`config.mk`:
```
export PLATFORM = sky130hd
export DESIGN_NAME = mdio_master
export DESIGN_NICKNAME = d
export VERILOG_FILES = /design/src/rtl/mdio_master.sv
export SDC_FILE = /design/constraint.sdc
export NUM_CORES = 1
export LEC_CHECK = 0
export CAP_MARGIN = 20
export CORE_ASPECT_RATIO = 0.75
export CORE_MARGIN = 1
export CORE_UTILIZATION = 46
export DETAILED_ROUTE_END_ITERATION = 16
export GPL_ROUTABILITY_DRIVEN = 0
export PLACE_DENSITY_LB_ADDON = 0.2
export SYNTH_ARGS = -nofsm -noshare
export SYNTH_HDL_FRONTEND = slang
export SYNTH_SLANG_ARGS = --single-unit
```
`constraint.sdc`:
```
create_clock -name OPB_CLK -period 3.05 [get_ports OPB_CLK]
set_input_delay 0.4575 -clock OPB_CLK [delete_from_list [all_inputs] [get_ports OPB_CLK]]
set_output_delay 0.4575 -clock OPB_CLK [all_outputs]
set_load 0.01 [all_outputs]
```
`src/rtl/mdio_master.sv`:
```
// mdio_master: Clause-22 MDIO management master on the OPB GPIO register path.
// CMD (ADDR[2]=0, write) launches a read or write frame; STATUS (ADDR[2]=1,
// read) returns BUSY/DONE/ERR_BUSY/NOACK and the last read data.
// Optional feature macro: MDIO_PREAMBLE_SUPPRESS_EN (CMD.PS=1 skips preamble).
module mdio_master #(
  parameter int CLK_DIV       = 20,
  parameter int PREAMBLE_BITS = 32
) (
  input  logic        OPB_CLK,
  input  logic        OPB_RST,
  input  logic [31:0] OPB_DI,
  input  logic [31:0] OPB_ADDR,
  input  logic        MDIO_RE,
  input  logic        MDIO_WE,
  output logic [31:0] OPB_DO,
  output logic        PHY_MDC,
  output logic        PHY_MDIO_O,
  output logic        PHY_MDIO_OE,
  input  logic        PHY_MDIO_I,
  output logic        MDIO_IRQ
);

  typedef enum logic [2:0] {S_IDLE, S_PRE, S_HDR, S_TA, S_DATA, S_FIN} state_t;

  localparam logic [7:0] DIV_M1 = 8'(CLK_DIV - 1);
  localparam logic [5:0] PRE_M1 = 6'(PREAMBLE_BITS - 1);

  state_t      r_state;
  logic [7:0]  r_div;
  logic [5:0]  r_cnt;
  logic [13:0] r_hdr;
  logic [15:0] r_wdata, r_shift, r_rdata;
  logic        r_op;
  logic        r_mdc, r_o, r_oe;
  logic        r_done, r_err, r_noack;
  logic [31:0] r_do;

  logic        w_busy, w_tick, w_rise, w_fall;
  logic        w_cmd_we, w_sts_re, w_ps;
  logic        w_done_set, w_err_set, w_noack_set;
  logic [5:0]  w_cnt_m1;
  logic [13:0] w_hdr_new;
  logic        w_unused;

  assign w_busy     = (r_state != S_IDLE);
  assign w_tick     = w_busy && (r_div == DIV_M1);
  assign w_rise     = w_tick && !r_mdc;
  assign w_fall     = w_tick && r_mdc;
  assign w_cmd_we   = MDIO_WE && !OPB_ADDR[2];
  assign w_sts_re   = MDIO_RE && OPB_ADDR[2];
  assign w_cnt_m1   = r_cnt - 6'd1;
  // ST=01, OP (10 read / 01 write), PHYAD, REGAD -- sent from bit 13 down
  assign w_hdr_new  = {2'b01, (OPB_DI[10] ? 2'b10 : 2'b01), OPB_DI[9:5], OPB_DI[4:0]};
  assign w_done_set = w_fall && (r_state == S_FIN);
  assign w_err_set  = w_cmd_we && w_busy;
  // second turnaround bit must be pulled low by the PHY on a read
  assign w_noack_set = w_rise && (r_state == S_TA) && (r_cnt == 6'd0) && r_op && PHY_MDIO_I;
  assign w_unused   = ^{OPB_ADDR[31:3], OPB_ADDR[1:0], OPB_DI[15:11]};

`ifdef MDIO_PREAMBLE_SUPPRESS_EN
  assign w_ps = OPB_DI[11];
`else
  assign w_ps = 1'b0;
`endif

  // Frame sequencer: MDC divider, bit counter, pin drive and read-data capture
  always_ff @(posedge OPB_CLK or posedge OPB_RST) begin
    if (OPB_RST) begin
      r_state <= S_IDLE;
      r_div   <= '0;
      r_cnt   <= '0;
      r_hdr   <= '0;
      r_wdata <= '0;
      r_shift <= '0;
      r_rdata <= '0;
      r_op    <= 1'b0;
      r_mdc   <= 1'b0;
      r_o     <= 1'b1;
      r_oe    <= 1'b0;
    end else if (r_state == S_IDLE) begin
      r_div <= '0;
      r_mdc <= 1'b0;
      if (w_cmd_we) begin
        r_hdr   <= w_hdr_new;
        r_wdata <= OPB_DI[31:16];
        r_op    <= OPB_DI[10];
        r_oe    <= 1'b1;
        if (w_ps) begin
          r_state <= S_HDR;
          r_cnt   <= 6'd13;
          r_o     <= w_hdr_new[13];
        end else begin
          r_state <= S_PRE;
          r_cnt   <= PRE_M1;
          r_o     <= 1'b1;
        end
      end
    end else begin
      r_div <= w_tick ? 8'd0 : r_div + 8'd1;
      if (w_tick) r_mdc <= ~r_mdc;
      // PHY data is taken on MDC rising edges during DATA
      if (w_rise && r_state == S_DATA) r_shift <= {r_shift[14:0], PHY_MDIO_I};
      // all pin changes and bit advances happen on MDC falling edges
      if (w_fall) begin
        if (r_cnt != 6'd0) r_cnt <= w_cnt_m1;
        case (r_state)
          S_PRE: begin
            if (r_cnt == 6'd0) begin
              r_state <= S_HDR;
              r_cnt   <= 6'd13;
              r_o     <= r_hdr[13];
            end
          end
          S_HDR: begin
            if (r_cnt == 6'd0) begin
              r_state <= S_TA;
              r_cnt   <= 6'd1;
              r_o     <= 1'b1;
              r_oe    <= !r_op;
            end else begin
              r_o <= r_hdr[w_cnt_m1[3:0]];
            end
          end
          S_TA: begin
            if (r_cnt == 6'd0) begin
              r_state <= S_DATA;
              r_cnt   <= 6'd15;
              r_o     <= r_wdata[15];
            end else begin
              r_o <= 1'b0;
            end
          end
          S_DATA: begin
            if (r_cnt == 6'd0) begin
              r_state <= S_FIN;
              r_o     <= 1'b1;
              r_oe    <= 1'b0;
            end else begin
              r_o <= r_wdata[w_cnt_m1[3:0]];
            end
          end
          S_FIN: begin
            r_state <= S_IDLE;
            r_o     <= 1'b1;
            r_oe    <= 1'b0;
            if (r_op) r_rdata <= r_shift;
          end
          default: r_state <= S_IDLE;
        endcase
      end
    end
  end

  // Sticky status bits (a set in the same cycle beats the clear-on-read) and read port
  always_ff @(posedge OPB_CLK or posedge OPB_RST) begin
    if (OPB_RST) begin
      r_done  <= 1'b0;
      r_err   <= 1'b0;
      r_noack <= 1'b0;
      r_do    <= '0;
    end else begin
      r_done  <= w_done_set  || (r_done  && !w_sts_re);
      r_err   <= w_err_set   || (r_err   && !w_sts_re);
      r_noack <= w_noack_set || (r_noack && !w_sts_re);
      if (MDIO_RE)
        r_do <= OPB_ADDR[2] ? {r_rdata, 12'd0, r_noack, r_err, r_done, w_busy} : 32'd0;
    end
  end

  assign OPB_DO      = r_do;
  assign PHY_MDC     = r_mdc;
  assign PHY_MDIO_O  = r_o;
  assign PHY_MDIO_OE = r_oe;
  assign MDIO_IRQ    = r_done;

endmodule

```
After elaboration in Yosys (flattened, before gate mapping)
Index checks and enable logic that the tools add are counted.
- output and inout port bits: 36
- bits of input ports: 69
- logic and storage cells: 106
- register bits: 117
- mux-type cells: 38
- add/sub/neg operators: 2
- magnitude comparators: 1
- reduce and logical (&&, ||, !) cells: 37
- bitwise logic cells: 2
- equal/unequal tests: 11
- operators by type and width (kind ; number):
    6-bit 2-to-1 mux ; 7
    32-bit 2-to-1 mux ; 1
    3-bit 2-to-1 mux ; 7
    6-bit case mux with 3 select lines ; 1
    8-bit 2-to-1 mux ; 2
    1-bit logical AND ; 15
    1-bit 2-to-1 mux ; 14
    3-bit case mux with 4 select lines ; 1
    6-bit nonzero test ; 2
    3-bit != test, second input constant ; 3
    8-bit by 1-bit adder with 8-bit output, second input constant ; 1
    1-bit binary-select mux with 4-bit select ; 2
    8-bit by 5-bit equality test with 1-bit output, second input constant ; 1
    4-bit AND reduction ; 2
    3-bit by 2-bit equality test with 1-bit output, second input constant ; 2
    3-bit equality test, second input constant ; 2
    6-bit logical NOT ; 1
    2-bit AND reduction ; 3
    6-bit AND reduction ; 1
    6-bit by 1-bit subtractor with 6-bit output, second input constant ; 1
    4-bit by 5-bit less-than comparator with 1-bit output, second input constant ; 1
    1-bit case mux with 5 select lines ; 1
    5-bit AND reduction ; 1
    1-bit logical NOT ; 4
    11 further kinds ; 15

Logic depth before layout (Yosys ltp)
Gate-level depths: netlist of the first run.
- depth after elaboration: 8
- depth in mapped cells: 12
- gate-level depth less buffers: 9

Worst setup path after synthesis of the first run
No wires, ideal clock.
- kind: register to register
- start: reg r_cnt[0]
- end: reg r_o (netlist: PHY_MDIO_O)
- data required time: 2.953 ns
- stages on the path, launching flop included: 10
- setup time: 0.097 ns
- slack: 0.502 ns
- path buffers: 2
- arrival time: 2.451 ns
- clock period less this slack: 2.548 ns
- path through: dfrtp_1 -> buf_6 -> inv_1 -> ha_1 -> clkbuf_1 -> mux4_2 -> mux4_2 -> or4_1 -> nand4_1 -> a31oi_1
- longest elaborated chain between the ends: 7
- elaborated cells between the ends (all ways): 14
- classes of those cells: 1 x add/sub; 1 x eq/ne; 10 x mux; 2 x reduce/logical
- RTL lines (what ; line ; RTL):
    start: declaration ; 30 ; logic [5:0] r_cnt;
    start signal: assignment ; 105 ; if (r_cnt != 6'd0) r_cnt <= w_cnt_m1;
    6-bit by 1-bit subtractor with 6-bit output ; 51 ; assign w_cnt_m1 = r_cnt - 6'd1;
    1-bit binary-select mux with 4-bit select, on equally long branches ; 139, 121 ;
    1-bit 2-to-1 mux, on equally long branches ; 139, 121 ;
    1-bit 2-to-1 mux, on equally long branches ; 134, 115 ;
    1-bit case mux with 5 select lines ; 106 ; case (r_state)
    1-bit 2-to-1 mux ; 104 ; if (w_fall) begin
    1-bit 2-to-1 mux ; 80 ; end else if (r_state == S_IDLE) begin
    end signal: assignment ; 91 ; r_o <= w_hdr_new[13];
    end signal: assignment ; 111 ; r_o <= r_hdr[13];
    end signal: assignment ; 139 ; r_o <= r_wdata[w_cnt_m1[3:0]];
    end: declaration ; 34 ; logic r_mdc, r_o, r_oe;
Several ways; a longest one is shown, not always the timed one. The select of a mux whose other input is x is not followed.
A chain may end at the register's enable or synchronous reset.

Final worst setup path of the first run
- start: reg r_cnt[1]
- end: reg r_o (netlist: PHY_MDIO_O)
Same word-level chain as after synthesis.

==> impl_metrics.py, run 1 <==
metrics = {
    "status": {
        "status": "completed",
    },
    "drt": {
        "num_vias": 3416,
        "ant_nets": 0,
        "drtIter0Drc": 194,
        "firstDrtPassIters": 6,
        "drt-total-wl_mm": 9.634,
        "wire_per_inst_um": 14.51,
        "drc": 0,
        "avgViaCountPerCell": 5.145,
    },
    "critical_path": {
        "reg2regPathDepth": 7,
        "critPathLaunchType": "register",
        "reg2reg_from": "r_cnt[1]",
        "crit_type": "register to register",
        "worstPathArrival_ns": 2.76,
        "critPathLaunch": "r_cnt[1]",
        "slowest_stage": "ha_1",
        "cp_max_fo": 9,
        "cp.required_ns": 3.32,
        "r2r-end": "PHY_MDIO_O",
        "max_stage_delay_ns": 0.53,
        "critPathCapture": "PHY_MDIO_O",
        "cp-end-kind": "register",
        "ff2ff_setup_slack_ns": 0.56,
        "worstPathCellList": "inv_1, ha_1, mux4_1, mux4_2, or4_1, nand4_1, a31oi_1",
    },
    "timing": {
        "final_max_slew_viol_count": 0,
        "setup_viol": 0,
        "maxSlewHeadroom": 0.5964,
        "finClkSkew_ns": 0.01015,
        "setup_tns_ns": 0,
        "holdWs_ns": 0.4719,
        "fin_crit_sh": 0.8154,
        "rsz0062_at_grt": "false",
        "tightest_slew_ns": 0.6042,
        "fin_crit_ns": 2.487,
        "hold_violations": 0,
        "max_freq_mhz": 402.1,
    },
    "clock_tree": {
        "clockBufferDepth": 2,
        "root_buffer": "clkbuf_16",
        "cts.sinks": 104,
        "cts_tree": "yes",
        "cts.clk_slew.worst_paths_ns": 0.07,
        "cts_resized": 0,
        "clk_latency_ns": 0.35,
        "cts_setup_buffers": 0,
        "cts_hold_buf": 0,
        "h-tree-depth": 3,
        "cts_buffers": 9,
    },
    "grt": {
        "grt_first_pass_wirelength_mm": 16.46,
        "grt_pass1_vias": 3329,
        "antenna_found_initial": 0,
        "grt_overflow_total": 0,
        "grt_max_degree": 49,
        "grt_use_total": 0.1948,
    },
    "min_path": {
        "hold_path.class": "register to register",
        "worstHoldStart": "r_wdata[5]",
    },
    "power": {
        "ir_worst_vdd_uv": 267.1,
        "p_per_area_mw_per_mm2": 520.6,
        "p_leak_uw": 0.002854,
        "finalPower_uw": 3051,
    },
    "final_layout": {
        "finalNetCount": 603,
        "antennaDiodeCount": 0,
        "layout-drive-gt1-share": 0.08835,
        "syn_to_final_growth_pct": 22.29,
        "stdcell_count": 664,
        "fin_util": 0.5927,
    },
    "synthesis": {
        "synth_top_area_frac": 0.5377,
        "synthTopCellsByArea": "dfrtp_1 (54%), nand2_1 (8.7%), mux2_1 (6.3%)",
        "syn_area_mm2": 0.004793,
        "post-synth-top-count-cell": "nand2_1",
        "ys_warn_count": 0,
        "ys_seq_area_frac": 0.5432,
        "ys_types": 47,
        "ys_top_cells_by_count": "nand2_1 (111), dfrtp_1 (103), o21ai_0 (30)",
        "ys_async_sr_fraction": 1.000,
        "yosys.area.top_type": "dfrtp_1",
        "yosys_most_used_dff": "dfrtp_1",
        "synth_edf_count": 0,
        "syn_inst": 465,
        "synth.avg_cell_area_um2": 10.31,
        "ys_ff_latch": 104,
    },
    "job": {
        "drv_cap": 0,
    },
    "place": {
        "io_buffers": 56,
        "dp_hpwl_mm": 6.733,
        "placedCellCount": 648,
    },
    "floorplan": {
        "core_area_mm2": 0.009891,
        "row_count": 31,
        "initial_core_util": 0.4846,
        "io_pins": 105,
        "die_area_mm2": 0.01084,
        "dieHeight_um": 90.41,
        "die_width_um": 119.9,
    },
}
[stage by stage]
| step | area, um^2 | worst slack (ns) |
|---|---|---|
| 2_1_floorplan | 4838 | 0.5024 |
| 3_3_place_gp | 5533 | 0.5870 |
| 3_5_place_dp | 5533 | 0.5714 |
| 4_1_cts | 5862 | 0.5539 |
| 5_1_grt | 5862 | 0.4415 |
| 6_report | 5862 | 0.5630 |
[worst max-delay path, delay by kind of cell, from the launching register on]
family                     cells  cell delay, ns
muxes                          2            0.84
adders and majority gates      1            0.53
and+or+nand+nor                2            0.50
DFF                            1            0.37
AOI/OAI and AO/OA              1            0.09
buffers and inverters          1            0.08
[where the power goes]
part           total (uW)  internal, uW  switching (uW)
logic                 305           147             158
clock network        1260           746             514
registers            1490          1440            46.9
total                3050          2330             719
[per-layer routing]
layer	wire (um)	up-vias	share of wire	global-route usage
li1	-	1674	-	-
met4	82	0	0.0085	0.05208
met5	0	-	0	0
met3	394	9	0.041	0.04924
met2	4158	89	0.43	0.2832
met1	4999	1644	0.52	0.2886
[final cells by class]
cell class                 instances  area [um^2]
multi-input combinational        308         1939
timing repair buffer              74        708.2
fill                             826         4029
tap                              132        165.2
sequential                       104         2604
clock inverter                     6        90.09
inverter                          30        116.4
clock buffer                      10        239.0
[worst min-delay path by stage]
stage | to | slack [ns] | depth (start not counted)
final | r_wdata[5] | 0.47 | 2
after global routing | r_wdata[11] | 0.50 | 2
after CTS | r_wdata[5] | 0.47 | 2
after detailed placement | r_wdata[5] | 0.46 | 2
after global placement | r_hdr[8] | 0.45 | 2
after floorplan | r_hdr[12] | 0.43 | 1
[registers in the layout, indices dropped and copies added, names as in the netlist]
name / count
OPB_DO: 20
r_rdata: 16
r_shift: 16
r_wdata: 16
r_hdr: 13
r_div: 8
r_cnt: 6
r_state: 3
MDIO_IRQ: 1
PHY_MDC: 1
PHY_MDIO_O: 1
PHY_MDIO_OE: 1
r_err: 1
r_noack: 1
[cells by family (layout without fill, tap and decap cells)]
logic type / count (synthesis) / after routing / share of synthesized area
compound gates: 68 / 68 / 0.08092
xor+xnor: 8 / 8 / 0.01462
fa+ha+maj: 8 / 8 / 0.02036
buf+inv: 64 / 120 / 0.06186
flops: 104 / 104 / 0.5432
mux: 42 / 42 / 0.1219
other cells: 1 / 12 / 0.0007823
simple gates: 170 / 170 / 0.1564
[placed cells by master (no fill, tap or decap), drive strengths merged, types with 7 or more instances in the layout]
master	count
a21oi	16
mux4	8
nand3	15
ha	7
buf	18
mux2	33
clkbuf	10
clkdlybuf4s50	56
conb	12
o21ai	31
nand2	111
inv	31
dfrtp	103
nor2	14
No activity file was read; power rests on OpenSTA's default activity.
==> inputs of run 2 (changes only) <==
--- a/config.mk
+++ b/config.mk
@@ -8,7 +8,7 @@
 export CAP_MARGIN = 20
 export CORE_ASPECT_RATIO = 0.75
 export CORE_MARGIN = 1
-export CORE_UTILIZATION = 46
+export CORE_UTILIZATION = 51
 export DETAILED_ROUTE_END_ITERATION = 16
 export GPL_ROUTABILITY_DRIVEN = 0
 export PLACE_DENSITY_LB_ADDON = 0.2
==> constraint.sdc (replaced) <==
create_clock -name OPB_CLK -period 2.4 [get_ports OPB_CLK]
set_input_delay 0.36 -clock OPB_CLK [delete_from_list [all_inputs] [get_ports OPB_CLK]]
set_output_delay 0.36 -clock OPB_CLK [all_outputs]
set_load 0.01 [all_outputs]
==> run 2 against run 1 <==
Compared with the run above: combinational power is 28% higher; critical path depth decreased by 1; clock skew increased by 0.00053 ns; largest cell class unchanged; highest routed layer unchanged.
==> impl_metrics.py, run 2 (synthesized netlist as in run 1, its figures left out) <==
metrics = {
    "grt": {
        "grt_pass1_vias": 3347,
        "grt_use_total": 0.2145,
        "grt_overflow_total": 0,
        "met2_usage": 0.3295,
        "grt.met3_usage": 0.05371,
        "antenna_found_initial": 0,
        "met1_usage": 0.3025,
        "grt_max_degree": 105,
        "grt_first_pass_wirelength_mm": 16.28,
        "grt-busiest-layer": "met2",
    },
    "critical_path": {
        "slowest_stage": "mux4_1",
        "critPathLaunchType": "register",
        "max_stage_delay_ns": 0.59,
        "cp.required_ns": 2.67,
        "cp_max_fo": 11,
        "cp-end-kind": "register",
        "worstPathCellList": "buf_4, mux4_1, mux4_2, or4_1, nand4_1, a31oi_1",
        "worstPathArrival_ns": 2.57,
        "crit_type": "register to register",
    },
    "drt": {
        "drt-total-wl_mm": 9.537,
        "wire_per_inst_um": 14.45,
        "num_vias": 3453,
        "avgViaCountPerCell": 5.232,
        "drtIter0Drc": 222,
        "firstDrtPassIters": 4,
        "drc": 0,
        "ant_nets": 0,
    },
    "timing": {
        "fin_crit_sh": 0.9565,
        "setup_viol": 0,
        "rsz0062_at_grt": "false",
        "setup_tns_ns": 0,
        "finClkSkew_ns": 0.01068,
        "fin_crit_ns": 2.295,
        "final_max_slew_viol_count": 0,
        "tightest_slew_ns": 0.5487,
        "hold_violations": 0,
        "maxSlewHeadroom": 0.6342,
        "max_freq_mhz": 435.6,
    },
    "place": {
        "dp_hpwl_mm": 6.614,
        "io_buffers": 56,
    },
    "clock_tree": {
        "clk_latency_ns": 0.35,
        "cts.clk_slew.worst_paths_ns": 0.07,
        "cts_resized": 0,
        "clockBufferDepth": 2,
        "cts_tree": "yes",
        "cts_setup_buffers": 0,
        "root_buffer": "clkbuf_16",
        "cts_hold_buf": 0,
        "h-tree-depth": 3,
        "cts_buffers": 9,
        "cts.sinks": 104,
    },
    "floorplan": {
        "dieHeight_um": 85.96,
        "die_width_um": 113.9,
        "io_pins": 105,
        "initial_core_util": 0.5277,
        "die_area_mm2": 0.009795,
        "core_area_mm2": 0.009084,
        "row_count": 30,
    },
    "min_path": {
        "hold_path.class": "register to register",
    },
    "job": {
        "drv_cap": 0,
    },
    "final_layout": {
        "finalNetCount": 603,
        "syn_to_final_growth_pct": 22.11,
        "largest_reg_flops": 20,
        "final_common_cell": "nand2_1",
        "layout-drive-gt1-share": 0.09023,
        "nFillCells": 772,
        "antennaDiodeCount": 0,
        "final_cell_mix": "nand2_1 (111), dfrtp_1 (103), clkdlybuf4s50_1 (56)",
    },
    "status": {
        "status": "completed",
    },
    "power": {
        "ir_worst_vdd_uv": 340.3,
        "finalPower_uw": 3793,
        "p_per_area_mw_per_mm2": 648.1,
        "p_leak_uw": 0.002841,
    },
}
-- run 2: cell count changes in the layout (fill, tap and decap cells not counted), sizes merged --
cell and delta:
inv +1, clkinvlp +1, bufinv -1, clkbuf -1
-- run 2: final timing paths --
kind	startpoint	end	slack, ns	cells after the start
worst max-delay path	r_cnt[0]	PHY_MDIO_O	0.10	6
worst min-delay path	r_wdata[11]	r_wdata[11]	0.47	2
worst max register to register	r_cnt[0]	PHY_MDIO_O	0.10	6
worst min register to register	r_wdata[11]	r_wdata[11]	0.47	2
max in group asynchronous	OPB_RST	OPB_DO[20]	1.46	3
min in group asynchronous	OPB_RST	OPB_DO[1]	0.53	3
-- run 2: critical path: cells and delay by family, from the launching register on --
| kind | cells | cell delay (ns) |
|---|---|---|
| multiplexers | 2 | 1.08 |
| AND/OR/NAND/NOR | 2 | 0.51 |
| flip-flops | 1 | 0.34 |
| buffers and inverters | 1 | 0.20 |
| AO/OA/AOI/OAI | 1 | 0.08 |
-- run 2: report_power, final --
group	switching (uW)	leakage (uW)	internal, uW
Clock	680	0.000146	828
Combinational	201	0.00129	190
Sequential	64.7	0.00140	1830
Total	946	0.00284	2850
-- run 2: cell type report --
cell class / instances / area, um^2 / area share
Sequential cell: 104 / 2604 / 0.4448
Timing Repair Buffer: 74 / 708.2 / 0.1210
Tap cell: 128 / 160.2 / 0.02736
Multi-Input combinational cell: 308 / 1952 / 0.3335
Clock inverter: 7 / 87.58 / 0.01496
Clock buffer: 9 / 225.2 / 0.03848
Inverter: 30 / 116.4 / 0.01988
-- run 2: metal layers --
metal	wire length (um)	up-vias
met4	123	0
met2	4237	108
met5	0	-
li1	-	1672
met3	547	13
met1	4628	1660
-- run 2: through the flow --
step | instance area [um^2] | cells | hold slack, ns | worst slack [ns] | utilization
detailed placement | 5528 | 644 | 0.4573 | 0.009244 | 0.6085
floorplan | 4842 | 476 | 0.4337 | 0.009521 | -
finish | 5853 | 660 | 0.4691 | 0.1045 | 0.6444
CTS | 5841 | 660 | 0.4751 | 0.01347 | 0.6430
global placement | 5528 | 644 | 0.4495 | 0.05361 | 0.6085
global route | 5853 | 660 | 0.4942 | 0.02026 | 0.6444
==> inputs of run 3 (changes only) <==
--- a/config.mk
+++ b/config.mk
@@ -5,6 +5,7 @@
 export SDC_FILE = /design/constraint.sdc
 export NUM_CORES = 1
 export LEC_CHECK = 0
+export ABC_AREA = 1
 export CAP_MARGIN = 20
 export CORE_ASPECT_RATIO = 0.75
 export CORE_MARGIN = 1
==> run 3 against run 2 <==
Compared with the run above: global-route usage is 1.9 points higher; first-iteration DRC count is 26% higher; sequential cell count unchanged; register-to-register slack gained 0.09 ns; maximum frequency grew 3.9%; synthesized area up 2.7%; worst setup slack better by 0.087 ns; die area rose by 2.6%; final cell count up 18%.
==> impl_metrics.py, run 3 <==
metrics = {
    "status": {
        "status": "completed",
    },
    "timing": {
        "fin_crit_ns": 2.208,
        "holdWs_ns": 0.3992,
        "fin_crit_sh": 0.9202,
        "maxSlewHeadroom": 0.4916,
        "tightest_slew_ns": 0.7608,
        "setup_viol": 0,
        "rsz0062_at_grt": "false",
        "setup_tns_ns": 0,
        "finClkSkew_ns": 0.01085,
        "hold_violations": 0,
        "max_freq_mhz": 452.8,
        "final_max_slew_viol_count": 0,
    },
    "critical_path": {
        "cp.required_ns": 2.67,
        "r2r-end": "PHY_MDIO_O",
        "crit_type": "register to register",
        "cp-end-kind": "register",
        "cp_max_fo": 13,
        "max_stage_delay_ns": 0.39,
        "critPathCapture": "PHY_MDIO_O",
        "slowest_stage": "ha_1",
        "reg2regPathDepth": 14,
        "worstPathCellList": "inv_1, ha_1, inv_1, nor2_1, nand2_1, nand3_1, nand3_1, nand2_1, nand2_1, nand3_1, nand2_1, nand2_1, nand2_1, a21oi_1",
        "worstPathArrival_ns": 2.48,
        "critPathLaunch": "r_cnt[0]",
        "reg2reg_from": "r_cnt[0]",
        "crit_top_cell": "nand2_1",
        "ff2ff_setup_slack_ns": 0.19,
        "critPathLaunchType": "register",
    },
    "place": {
        "dp_hpwl_mm": 7.269,
        "placedCellCount": 765,
        "placed_area_mm2": 0.005582,
        "io_buffers": 56,
    },
    "synthesis": {
        "syn_area_mm2": 0.004921,
        "yosys.area.top_type": "dfrtp_1",
        "ys_async_sr_fraction": 1.000,
        "syn_inst": 593,
        "synth_edf_count": 0,
        "ys_top_cells_by_count": "inv_1 (117), nand2_1 (108), dfrtp_1 (103)",
        "synthTopCellsByArea": "dfrtp_1 (52%), inv_1 (8.9%), nand2_1 (8.2%)",
        "ys_types": 36,
        "yosys_most_used_dff": "dfrtp_1",
        "ys_warn_count": 0,
        "synth_top_area_frac": 0.5238,
        "synth.avg_cell_area_um2": 8.298,
        "ys_ff_latch": 104,
        "post-synth-top-count-cell": "inv_1",
        "ys_seq_area_frac": 0.5291,
    },
    "floorplan": {
        "die_area_mm2": 0.01005,
        "row_count": 30,
        "core_area_mm2": 0.009196,
        "initial_core_util": 0.5351,
        "dieHeight_um": 87.07,
        "die_width_um": 115.4,
        "io_pins": 105,
    },
    "clock_tree": {
        "h-tree-depth": 3,
        "cts_hold_buf": 0,
        "cts_tree": "yes",
        "cts.sinks": 104,
        "cts.clk_slew.worst_paths_ns": 0.07,
        "clk_latency_ns": 0.35,
        "clockBufferDepth": 2,
        "cts_resized": 0,
        "cts_setup_buffers": 0,
        "root_buffer": "clkbuf_16",
        "cts_buffers": 9,
    },
    "drt": {
        "drc": 0,
        "met1_length_mm": 5.042,
        "wl_met3_um": 420,
        "num_vias": 3850,
        "dr_wl_met2_mm": 4.973,
        "drt-total-wl_mm": 10.49,
        "firstDrtPassIters": 4,
        "top_layer": "met4",
        "wire_per_inst_um": 13.45,
        "drtIter0Drc": 280,
        "ant_nets": 0,
        "avgViaCountPerCell": 4.936,
    },
    "final_layout": {
        "stdcell_count": 780,
        "syn_to_final_growth_pct": 19.55,
        "fin_area_mm2": 0.005883,
        "layout-drive-gt1-share": 0.06595,
        "largest_reg_flops": 20,
        "regArea_mm2": 0.002604,
        "final_cell_mix": "inv_1 (116), nand2_1 (108), dfrtp_1 (103)",
        "finalNetCount": 724,
        "antennaDiodeCount": 0,
        "nFillCells": 788,
        "final_common_cell": "inv_1",
        "multi_input_area_mm2": 0.001695,
    },
    "grt": {
        "grt_pass1_vias": 3806,
        "grt_overflow_total": 0,
        "grt_use_total": 0.2340,
        "grt_max_degree": 56,
        "antenna_found_initial": 0,
        "grt_first_pass_wirelength_mm": 17.86,
    },
    "power": {
        "ir_worst_vdd_uv": 458.8,
        "p_per_area_mw_per_mm2": 866.9,
        "finalPower_uw": 5100,
        "p_leak_uw": 0.002929,
    },
    "job": {
        "drv_cap": 0,
    },
    "min_path": {
        "hold_path.class": "input pin to asynchronous set/reset pin",
    },
}
[run 3: cell types whose count changed after synthesis, sizes merged, moves of 12 or more]
cell	before	now
a21oi	16	31
inv	30	121
mux2	33	2
nand3	15	27
nor2	14	62
o21ai	31	43
o22ai	5	22
[run 3: per-layer routing]
| layer | vias to the layer above | global-route usage |
|---|---|---|
| met5 | - | 0 |
| met2 | 81 | 0.3789 |
| met3 | 4 | 0.06263 |
| li1 | 1929 | - |
| met1 | 1836 | 0.3158 |
| met4 | 0 | 0.05313 |
[run 3: how the worst min path moves through the flow]
stage                      end  cells past startpoint
floorplan             r_div[0]                      1
global placement      r_div[0]                      1
detailed placement   r_hdr[12]                      1
CTS                 r_wdata[4]                      2
global route          r_div[3]                      2
finish              r_wdata[6]                      2
[run 3: layout make-up]
type | instances | share of cell area
Multi-Input combinational cell | 345 | 0.2882
Tap cell | 128 | 0.02722
Clock buffer | 11 | 0.04126
Sequential cell | 104 | 0.4426
Clock inverter | 4 | 0.009996
Inverter | 122 | 0.07848
Timing Repair Buffer | 66 | 0.1123
[run 3: cells by family after synthesis]
family	Yosys count	synth area share
compound gates	107	0.1203
xor+xnor	4	0.007121
fa+ha+maj	7	0.01780
buf+inv	155	0.1348
flops	104	0.5291
mux	2	0.006102
other cells	1	0.0007620
simple gates	213	0.1841
[run 3: where the power goes]
group | switching (uW) | internal [uW]
clock | 652 | 847
combinational | 896 | 504
sequential | 162 | 2040
total | 1710 | 3390
[run 3: metrics by stage]
| step | worst slack [ns] | util |
|---|---|---|
| after global placement | 0.3449 | 0.6069 |
| after CTS | 0.2284 | 0.6397 |
| after floorplan | 0.4876 | - |
| final | 0.1916 | 0.6397 |
| after detailed placement | 0.2059 | 0.6069 |
| after global routing | 0.04516 | 0.6397 |
[run 3: critical path, delay by kind of cell (launching register included)]
family | cells | cell delay, ns
and+or+nand+nor | 10 | 0.91
adders and majority gates | 1 | 0.39
DFF | 1 | 0.36
buffers and inverters | 2 | 0.35
AOI/OAI and AO/OA | 1 | 0.12
